File: config.mk
export PLATFORM = sky130hd
export DESIGN_NAME = video_timing_gen
export DESIGN_NICKNAME = d
export VERILOG_FILES = /design/src/rtl/video_timing_gen.sv
export SDC_FILE = /design/constraint.sdc
export NUM_CORES = 1
export LEC_CHECK = 0
export ABC_AREA = 1
export BUFFER_PORTS_ARGS = -buffer_cell sky130_fd_sc_hd__buf_2
export CAP_MARGIN = 20
export CORE_MARGIN = 2
export CORE_UTILIZATION = 45
export DETAILED_ROUTE_END_ITERATION = 10
export GPL_ROUTABILITY_DRIVEN = 1
export GPL_TIMING_DRIVEN = 0
export PLACE_DENSITY = 0.77
export SYNTH_ARGS = -nofsm -noshare
export SYNTH_HDL_FRONTEND = slang
export SYNTH_SLANG_ARGS = --single-unit
File: constraint.sdc
create_clock -name clk -period 5.8 [get_ports clk]
set_clock_uncertainty 0.1 [all_clocks]
set_input_delay 1.16 -clock clk [delete_from_list [all_inputs] [get_ports clk]]
set_output_delay 1.16 -clock clk [all_outputs]
set_load 0.005 [all_outputs]
File: src/rtl/video_timing_gen.sv
// ---------------------------------------------------------------------------
// video_timing_gen
//
// Source-side raster generator for the line-buffer path. Produces vsync,
// hsync, data-enable and 30-bit RGB from programmable timing, and fills the
// active region with one of four test patterns. All eight timing inputs and
// the pattern select are captured at each frame start, so the upstream
// control logic may change them freely mid-frame.
//
// Ports:
//   clk            system clock
//   rst_n          asynchronous active-low reset
//   i_en           run request, only looked at on frame boundaries
//   i_pattern      pattern select (0 ramp, 1 checker, 2 white, 3 frame colour)
//   VSW/VBP/VACT/VFP  vertical sync, back porch, active, front porch (lines)
//   HSW/HBP/HACT/HFP  horizontal sync, back porch, active, front porch (clocks)
//   o_vsync        active-high vertical sync
//   o_hsync        active-high horizontal sync
//   o_de           data enable
//   o_red/green/blue  10-bit pixel channels, zero outside the active region
//   o_frame_done   one-cycle pulse on the last output cycle of a frame
//   o_frame_cnt    count of completed frames (wraps, cleared by reset only)
//   o_err          current timing inputs illegal while idle
//   o_busy         high while generating, aligned with the video outputs
// ---------------------------------------------------------------------------
module video_timing_gen #(
   parameter int CW  = 8,
   parameter int FCW = 16
) (
   input  logic           clk,
   input  logic           rst_n,
   input  logic           i_en,
   input  logic [1:0]     i_pattern,
   input  logic [5:0]     VSW,
   input  logic [5:0]     VBP,
   input  logic [5:0]     VACT,
   input  logic [5:0]     VFP,
   input  logic [5:0]     HSW,
   input  logic [5:0]     HBP,
   input  logic [5:0]     HACT,
   input  logic [5:0]     HFP,
   output logic           o_vsync,
   output logic           o_hsync,
   output logic           o_de,
   output logic [9:0]     o_red,
   output logic [9:0]     o_green,
   output logic [9:0]     o_blue,
   output logic           o_frame_done,
   output logic [FCW-1:0] o_frame_cnt,
   output logic           o_err,
   output logic           o_busy
);

   localparam logic [0:0] ST_IDLE = 1'b0;
   localparam logic [0:0] ST_RUN  = 1'b1;

   logic [0:0]    r_state;
   logic [CW-1:0] r_hCnt;
   logic [CW-1:0] r_vCnt;

   // Timing captured at frame start
   logic [5:0]    r_vsw;
   logic [5:0]    r_vbp;
   logic [5:0]    r_vact;
   logic [5:0]    r_vfp;
   logic [5:0]    r_hsw;
   logic [5:0]    r_hbp;
   logic [5:0]    r_hact;
   logic [5:0]    r_hfp;
   logic [1:0]    r_pattern;

   logic          w_legal;
   logic          w_launch;
   logic          w_run;
   logic          w_hLast;
   logic          w_vLast;
   logic          w_frameEnd;
   logic          w_load;

   logic [CW-1:0] w_hTot;
   logic [CW-1:0] w_vTot;
   logic [CW-1:0] w_hActStart;
   logic [CW-1:0] w_hActStop;
   logic [CW-1:0] w_vActStart;
   logic [CW-1:0] w_vActStop;

   logic          w_hsync;
   logic          w_vsync;
   logic          w_de;
   logic [CW-1:0] w_x;
   logic [CW-1:0] w_y;
   logic [9:0]    w_fcnt10;
   logic [9:0]    w_red;
   logic [9:0]    w_green;
   logic [9:0]    w_blue;

   // Sync and active widths must be non-zero; porches may be empty.
   assign w_legal  = (HSW != 6'd0) && (HACT != 6'd0) &&
                     (VSW != 6'd0) && (VACT != 6'd0);
   assign w_launch = i_en && w_legal;
   assign w_run    = (r_state == ST_RUN);

   // Totals and active window edges, all from the captured timing. Each
   // field is at most 63, so four of them fit in CW bits without overflow.
   assign w_hTot      = CW'(r_hsw) + CW'(r_hbp) + CW'(r_hact) + CW'(r_hfp);
   assign w_vTot      = CW'(r_vsw) + CW'(r_vbp) + CW'(r_vact) + CW'(r_vfp);
   assign w_hActStart = CW'(r_hsw) + CW'(r_hbp);
   assign w_hActStop  = w_hActStart + CW'(r_hact);
   assign w_vActStart = CW'(r_vsw) + CW'(r_vbp);
   assign w_vActStop  = w_vActStart + CW'(r_vact);

   assign w_hLast    = (r_hCnt == (w_hTot - CW'(1)));
   assign w_vLast    = (r_vCnt == (w_vTot - CW'(1)));
   assign w_frameEnd = w_run && w_hLast && w_vLast;

   // Timing is (re)captured when leaving idle and at every frame end that
   // continues straight into another frame, so back-to-back frames need
   // no idle gap.
   assign w_load = w_launch && ((r_state == ST_IDLE) || w_frameEnd);

   // Legality flag is only meaningful while waiting to start; it is held
   // low during reset so every output reads 0 then.
   assign o_err = rst_n && (r_state == ST_IDLE) && !w_legal;

   // State and raster counters. The h counter runs every clock while
   // running and wraps at HTOT-1; the v counter steps on each h wrap. At the
   // frame end both return to 0 and the block either continues or idles
   // depending on i_en and the legality of the inputs at that moment.
   always_ff @(posedge clk or negedge rst_n) begin
      if (!rst_n) begin
         r_state <= ST_IDLE;
         r_hCnt  <= '0;
         r_vCnt  <= '0;
      end else begin
         case (r_state)
            ST_IDLE: begin
               r_hCnt <= '0;
               r_vCnt <= '0;
               if (w_launch) begin
                  r_state <= ST_RUN;
               end
            end
            ST_RUN: begin
               if (w_frameEnd) begin
                  r_hCnt <= '0;
                  r_vCnt <= '0;
                  if (!w_launch) begin
                     r_state <= ST_IDLE;
                  end
               end else if (w_hLast) begin
                  r_hCnt <= '0;
                  r_vCnt <= r_vCnt + CW'(1);
               end else begin
                  r_hCnt <= r_hCnt + CW'(1);
               end
            end
            default: begin
               r_state <= ST_IDLE;
               r_hCnt  <= '0;
               r_vCnt  <= '0;
            end
         endcase
      end
   end

   // Capture of timing and pattern. Mid-frame input changes are ignored
   // until the next frame start.
   always_ff @(posedge clk or negedge rst_n) begin
      if (!rst_n) begin
         r_vsw     <= '0;
         r_vbp     <= '0;
         r_vact    <= '0;
         r_vfp     <= '0;
         r_hsw     <= '0;
         r_hbp     <= '0;
         r_hact    <= '0;
         r_hfp     <= '0;
         r_pattern <= '0;
      end else if (w_load) begin
         r_vsw     <= VSW;
         r_vbp     <= VBP;
         r_vact    <= VACT;
         r_vfp     <= VFP;
         r_hsw     <= HSW;
         r_hbp     <= HBP;
         r_hact    <= HACT;
         r_hfp     <= HFP;
         r_pattern <= i_pattern;
      end
   end

   assign w_fcnt10 = 10'(o_frame_cnt);

   // Raster decode and pattern generation from the current counter
   // position. The frame-count based patterns read the output register
   // directly; because the first line is always a sync line it has already
   // advanced by the time any active pixel of the new frame is decoded.
   always_comb begin
      w_hsync = 1'b0;
      w_vsync = 1'b0;
      w_de    = 1'b0;
      w_x     = r_hCnt - w_hActStart;
      w_y     = r_vCnt - w_vActStart;
      w_red   = 10'd0;
      w_green = 10'd0;
      w_blue  = 10'd0;
      if (w_run) begin
         w_hsync = (r_hCnt < CW'(r_hsw));
         w_vsync = (r_vCnt < CW'(r_vsw));
         w_de    = (r_hCnt >= w_hActStart) && (r_hCnt < w_hActStop) &&
                   (r_vCnt >= w_vActStart) && (r_vCnt < w_vActStop);
      end
      if (w_de) begin
         case (r_pattern)
            2'd0: begin
               w_red   = 10'(w_x);
               w_green = 10'(w_y);
               w_blue  = w_fcnt10;
            end
            2'd1: begin
               if (w_x[0] ^ w_y[0]) begin
                  w_red   = 10'h3FF;
                  w_green = 10'h3FF;
                  w_blue  = 10'h3FF;
               end
            end
            2'd2: begin
               w_red   = 10'h3FF;
               w_green = 10'h3FF;
               w_blue  = 10'h3FF;
            end
            default: begin
               w_red   = w_fcnt10;
               w_green = 10'd0;
               w_blue  = 10'h3FF;
            end
         endcase
      end
   end

   // Output registers, one cycle behind the counter position they decode.
   // The frame counter steps on the cycle after the frame_done pulse so
   // that it reads as the new count from the first output of the next
   // frame onward.
   always_ff @(posedge clk or negedge rst_n) begin
      if (!rst_n) begin
         o_vsync      <= 1'b0;
         o_hsync      <= 1'b0;
         o_de         <= 1'b0;
         o_red        <= '0;
         o_green      <= '0;
         o_blue       <= '0;
         o_frame_done <= 1'b0;
         o_frame_cnt  <= '0;
         o_busy       <= 1'b0;
      end else begin
         o_vsync      <= w_vsync;
         o_hsync      <= w_hsync;
         o_de         <= w_de;
         o_red        <= w_red;
         o_green      <= w_green;
         o_blue       <= w_blue;
         o_frame_done <= w_frameEnd;
         o_busy       <= w_run;
         if (o_frame_done) begin
            o_frame_cnt <= o_frame_cnt + FCW'(1);
         end
      end
   end

endmodule

==> impl_metrics.csv <==
group,metric,value,unit
clock_network,clk_pin_slew,0.06,ns
placed_design,dp_hpwl,16500,um
clock_network,cts-htree-levels,4,
clock_network,numCtsBuffers,17,
run,maxCapViolCount,0,
worst_setup_path,startpoint,"r_hsw[2]$_DFFE_PN0P_",
worst_setup_path,worstSetupPathType,"reg2reg",
final_layout,fin_nets,1355,
yosys,yosysWarnings,0,
timing,hold_violations,0,
routing,first_pass_iters,5,
clock_network,ctsHoldBuffers,0,
die,ioPinCount,105,
clock_network,cts.path.max_buffers,2,
worst_setup_path,cp.arrival,5.46,ns
clock_network,clock-sinks,117,
timing,fmax,0.191,GHz
die,dieArea,19400,um^2
yosys,synth_nets,1231,
outcome,status,"complete, no violations",
routing,wl_per_cell,15.0,um
routing,vias_per_cell,5.21,
yosys,netlist.area_leader.share,35.6,%
final_layout,fillers,1707,
yosys,synthTopCellsByCount,"nand2_1 (283), inv_1 (157), dfrtp_1 (117)",
die,rows,49,
hold_path,hold_class,"reg2reg",
yosys,synth.yosys.seq_area_share,35.6,%
final_layout,fin_cells,1449,
routing,drc_errors,0,
hold_path,hold_depth,2,
yosys,synthCells,1083,
yosys,synth-async-reset-ratio,100,%
die,fp.dieH,139,um
die,coreArea,18000,um^2
timing,whs,0.370,ns
worst_setup_path,reg2reg_from,"r_hsw[2]$_DFFE_PN0P_",
routing,wl,21700,um
routing,wl_met2,10200,um
timing,grt_setup_unrepaired,"no",
worst_setup_path,critPathCaptureType,"register",
routing,ant_nets,0,
timing,setup_viol,0,
timing,worst_slew_pin_slew,0.797,ns
final_layout,antennaDiodeCount,0,
power_and_ir_drop,p_leak,0.00547,uW
routing,top_layer,"met4",
power_and_ir_drop,power.density,198,nW/um^2
timing,slew_headroom,46.9,%
timing,finalCritPeriodShare,90.4,%
yosys,syn_area,8220,um^2
global_route,gr-total-overflow,0,
clock_network,cts_setup_buffers,0,
yosys,synth_flop_cell,"dfrtp_1",
yosys,ys_types,46,
yosys,synth_area_per_cell,7.59,um^2
placed_design,io_buffers,104,
global_route,grt_use_total,23.3,%
die,dieWidth,139,um
yosys,yosysTopAreaCell,"dfrtp_1",
final_layout,multi_input_area,4540,um^2
yosys,synth-seq-cells,117,
timing,tns,0,ns
routing,vias,7549,
yosys,synth_edf_count,0,
final_layout,drive_gt1_share,13.4,%
timing,min_period,5.24,ns
worst_setup_path,worstPathRequired,6.01,ns
timing,maxSlewViolCount,0,
power_and_ir_drop,vdd_drop_max,0.000209,V
yosys,synth.area.top_cells,"dfrtp_1 (36%), ha_1 (13%), nand2_1 (13%)",
hold_path,worstHoldStart,"r_vfp[4]$_DFFE_PN0P_",
clock_network,clk_latency,0.43,ns
clock_network,root_buffer,"clkbuf_16",
final_layout,area_growth,17.3,%
final_layout,final_util,53.7,%
routing,wl_met1,9770,um
global_route,grt_pass1_vias,7350,
placed_design,dp.cells,1417,
global_route,grt_pass1_wl,36200,um
global_route,grt_max_degree,100,
yosys,yosysMostFrequentCell,"nand2_1",
worst_setup_path,reg2reg_depth,27,
global_route,antenna_found_initial,0,
routing,drt_iter0_drc,577,
final_layout,ff_latch_area,2930,um^2
routing,route.met3.wl,913,um
clock_network,cts_resized,0,
worst_setup_path,cp_max_fo,10,
die,start_util,45.8,%
placed_design,place_congestion,0.942,
clock_network,cts_tree,"done",
worst_setup_path,critPathLaunchType,"register",
==> cell type report <==
cell class / count / area share, %
repair buffers: 105 / 5.74
clock buffers: 17 / 4.41
inverters: 161 / 6.26
flip-flops and latches: 117 / 30.3
multi-input cells: 781 / 47.0
clock inverters: 15 / 1.65
well taps: 229 / 2.97
plain buffers: 24 / 1.58
==> sequential cells by signal, indices dropped and copies added (netlist names), 2 cells and up <==
signal       cells
r_hfp            6
r_vfp            6
r_vCnt           8
r_hCnt           8
r_hbp            6
r_vsw            6
o_green          9
r_vact           6
r_pattern        2
r_hsw            6
r_hact           6
o_red           10
o_blue          10
o_frame_cnt     16
r_vbp            6
==> layer usage <==
metal  track usage [%]  vias to the layer above
met3              4.14                       52
met5                 0                        -
li1                  -                     3786
met1              30.2                     3499
met2              38.3                      212
met4              10.4                        0
==> worst max-delay path, stage by stage (launching register included) <==
cell and delay [ns]:
dfrtp_1 0.41, ha_1 0.36, nand2_1 0.09, nor2_1 0.04, a211oi_1 0.30, xor2_1 0.36
inv_1 0.08, ha_1 0.36, nand2_1 0.09, nand2_1 0.07, a31oi_1 0.17, xor2_1 0.21
ha_1 0.26, inv_1 0.06, ha_1 0.28, a21oi_1 0.27, nand2_1 0.08, nand2_1 0.08
nand2_1 0.05, nand2_1 0.05, nand2_1 0.05, nor3_1 0.26, nand2_2 0.18, o21ai_4 0.36
nand2_4 0.15, buf_6 0.20, nand2_1 0.08, nand2_1 0.05
==> report_power, final <==
group          switching [uW]  internal, uW
clock                     466           574
sequential                  0           816
combinational            35.2          16.7
==> path summary, 6_finish.rpt <==
check                                             to  slack (ns)
worst max-delay path            r_vsw[4]$_DFFE_PN0P_        0.56
min in group asynchronous       r_vbp[2]$_DFFE_PN0P_        0.46
worst min register to register  r_vfp[4]$_DFFE_PN0P_        0.37
worst max register to register  r_vsw[4]$_DFFE_PN0P_        0.56
max in group asynchronous       r_hsw[1]$_DFFE_PN0P_        4.42
worst min-delay path            r_vfp[4]$_DFFE_PN0P_        0.37
==> cell usage in the layout (no fill, tap or decap), types with 6 or more instances in the layout <==
master / n
nand2_1: 283
inv_1: 157
dfrtp_1: 117
buf_2: 105
nand3_1: 100
ha_1: 87
nor2_1: 84
a21oi_1: 49
o21ai_0: 34
xor2_1: 27
nand4_1: 22
clkbuf_16: 17
nor3_1: 16
xnor2_1: 12
clkbuf_1: 11
fa_1: 8
nor4_1: 7
buf_4: 6
buf_6: 6
inv_8: 6
==> through the flow <==
step,total power (uW),setup slack (ns),instance area (um^2)
finish,1910,0.558,9650
global route,1960,0.0451,9650
floorplan,839,1.38,8220
global placement,881,0.671,9030
detailed placement,885,0.656,9060
CTS,1920,0.590,9650
==> cell families (layout without fill, tap and decap cells) <==
logic type                 Yosys count  after routing  share of synthesized area (%)
and+or+nand+nor                    534            534                           28.0
buffers and inverters              185            322                           9.20
DFF                                117            117                           35.6
AOI/OAI and AO/OA                  113            113                           7.87
adders and majority gates           95             95                           15.2
xor gates and xnor gates            39             39                           4.15
(Power assumes the default switching activity.)
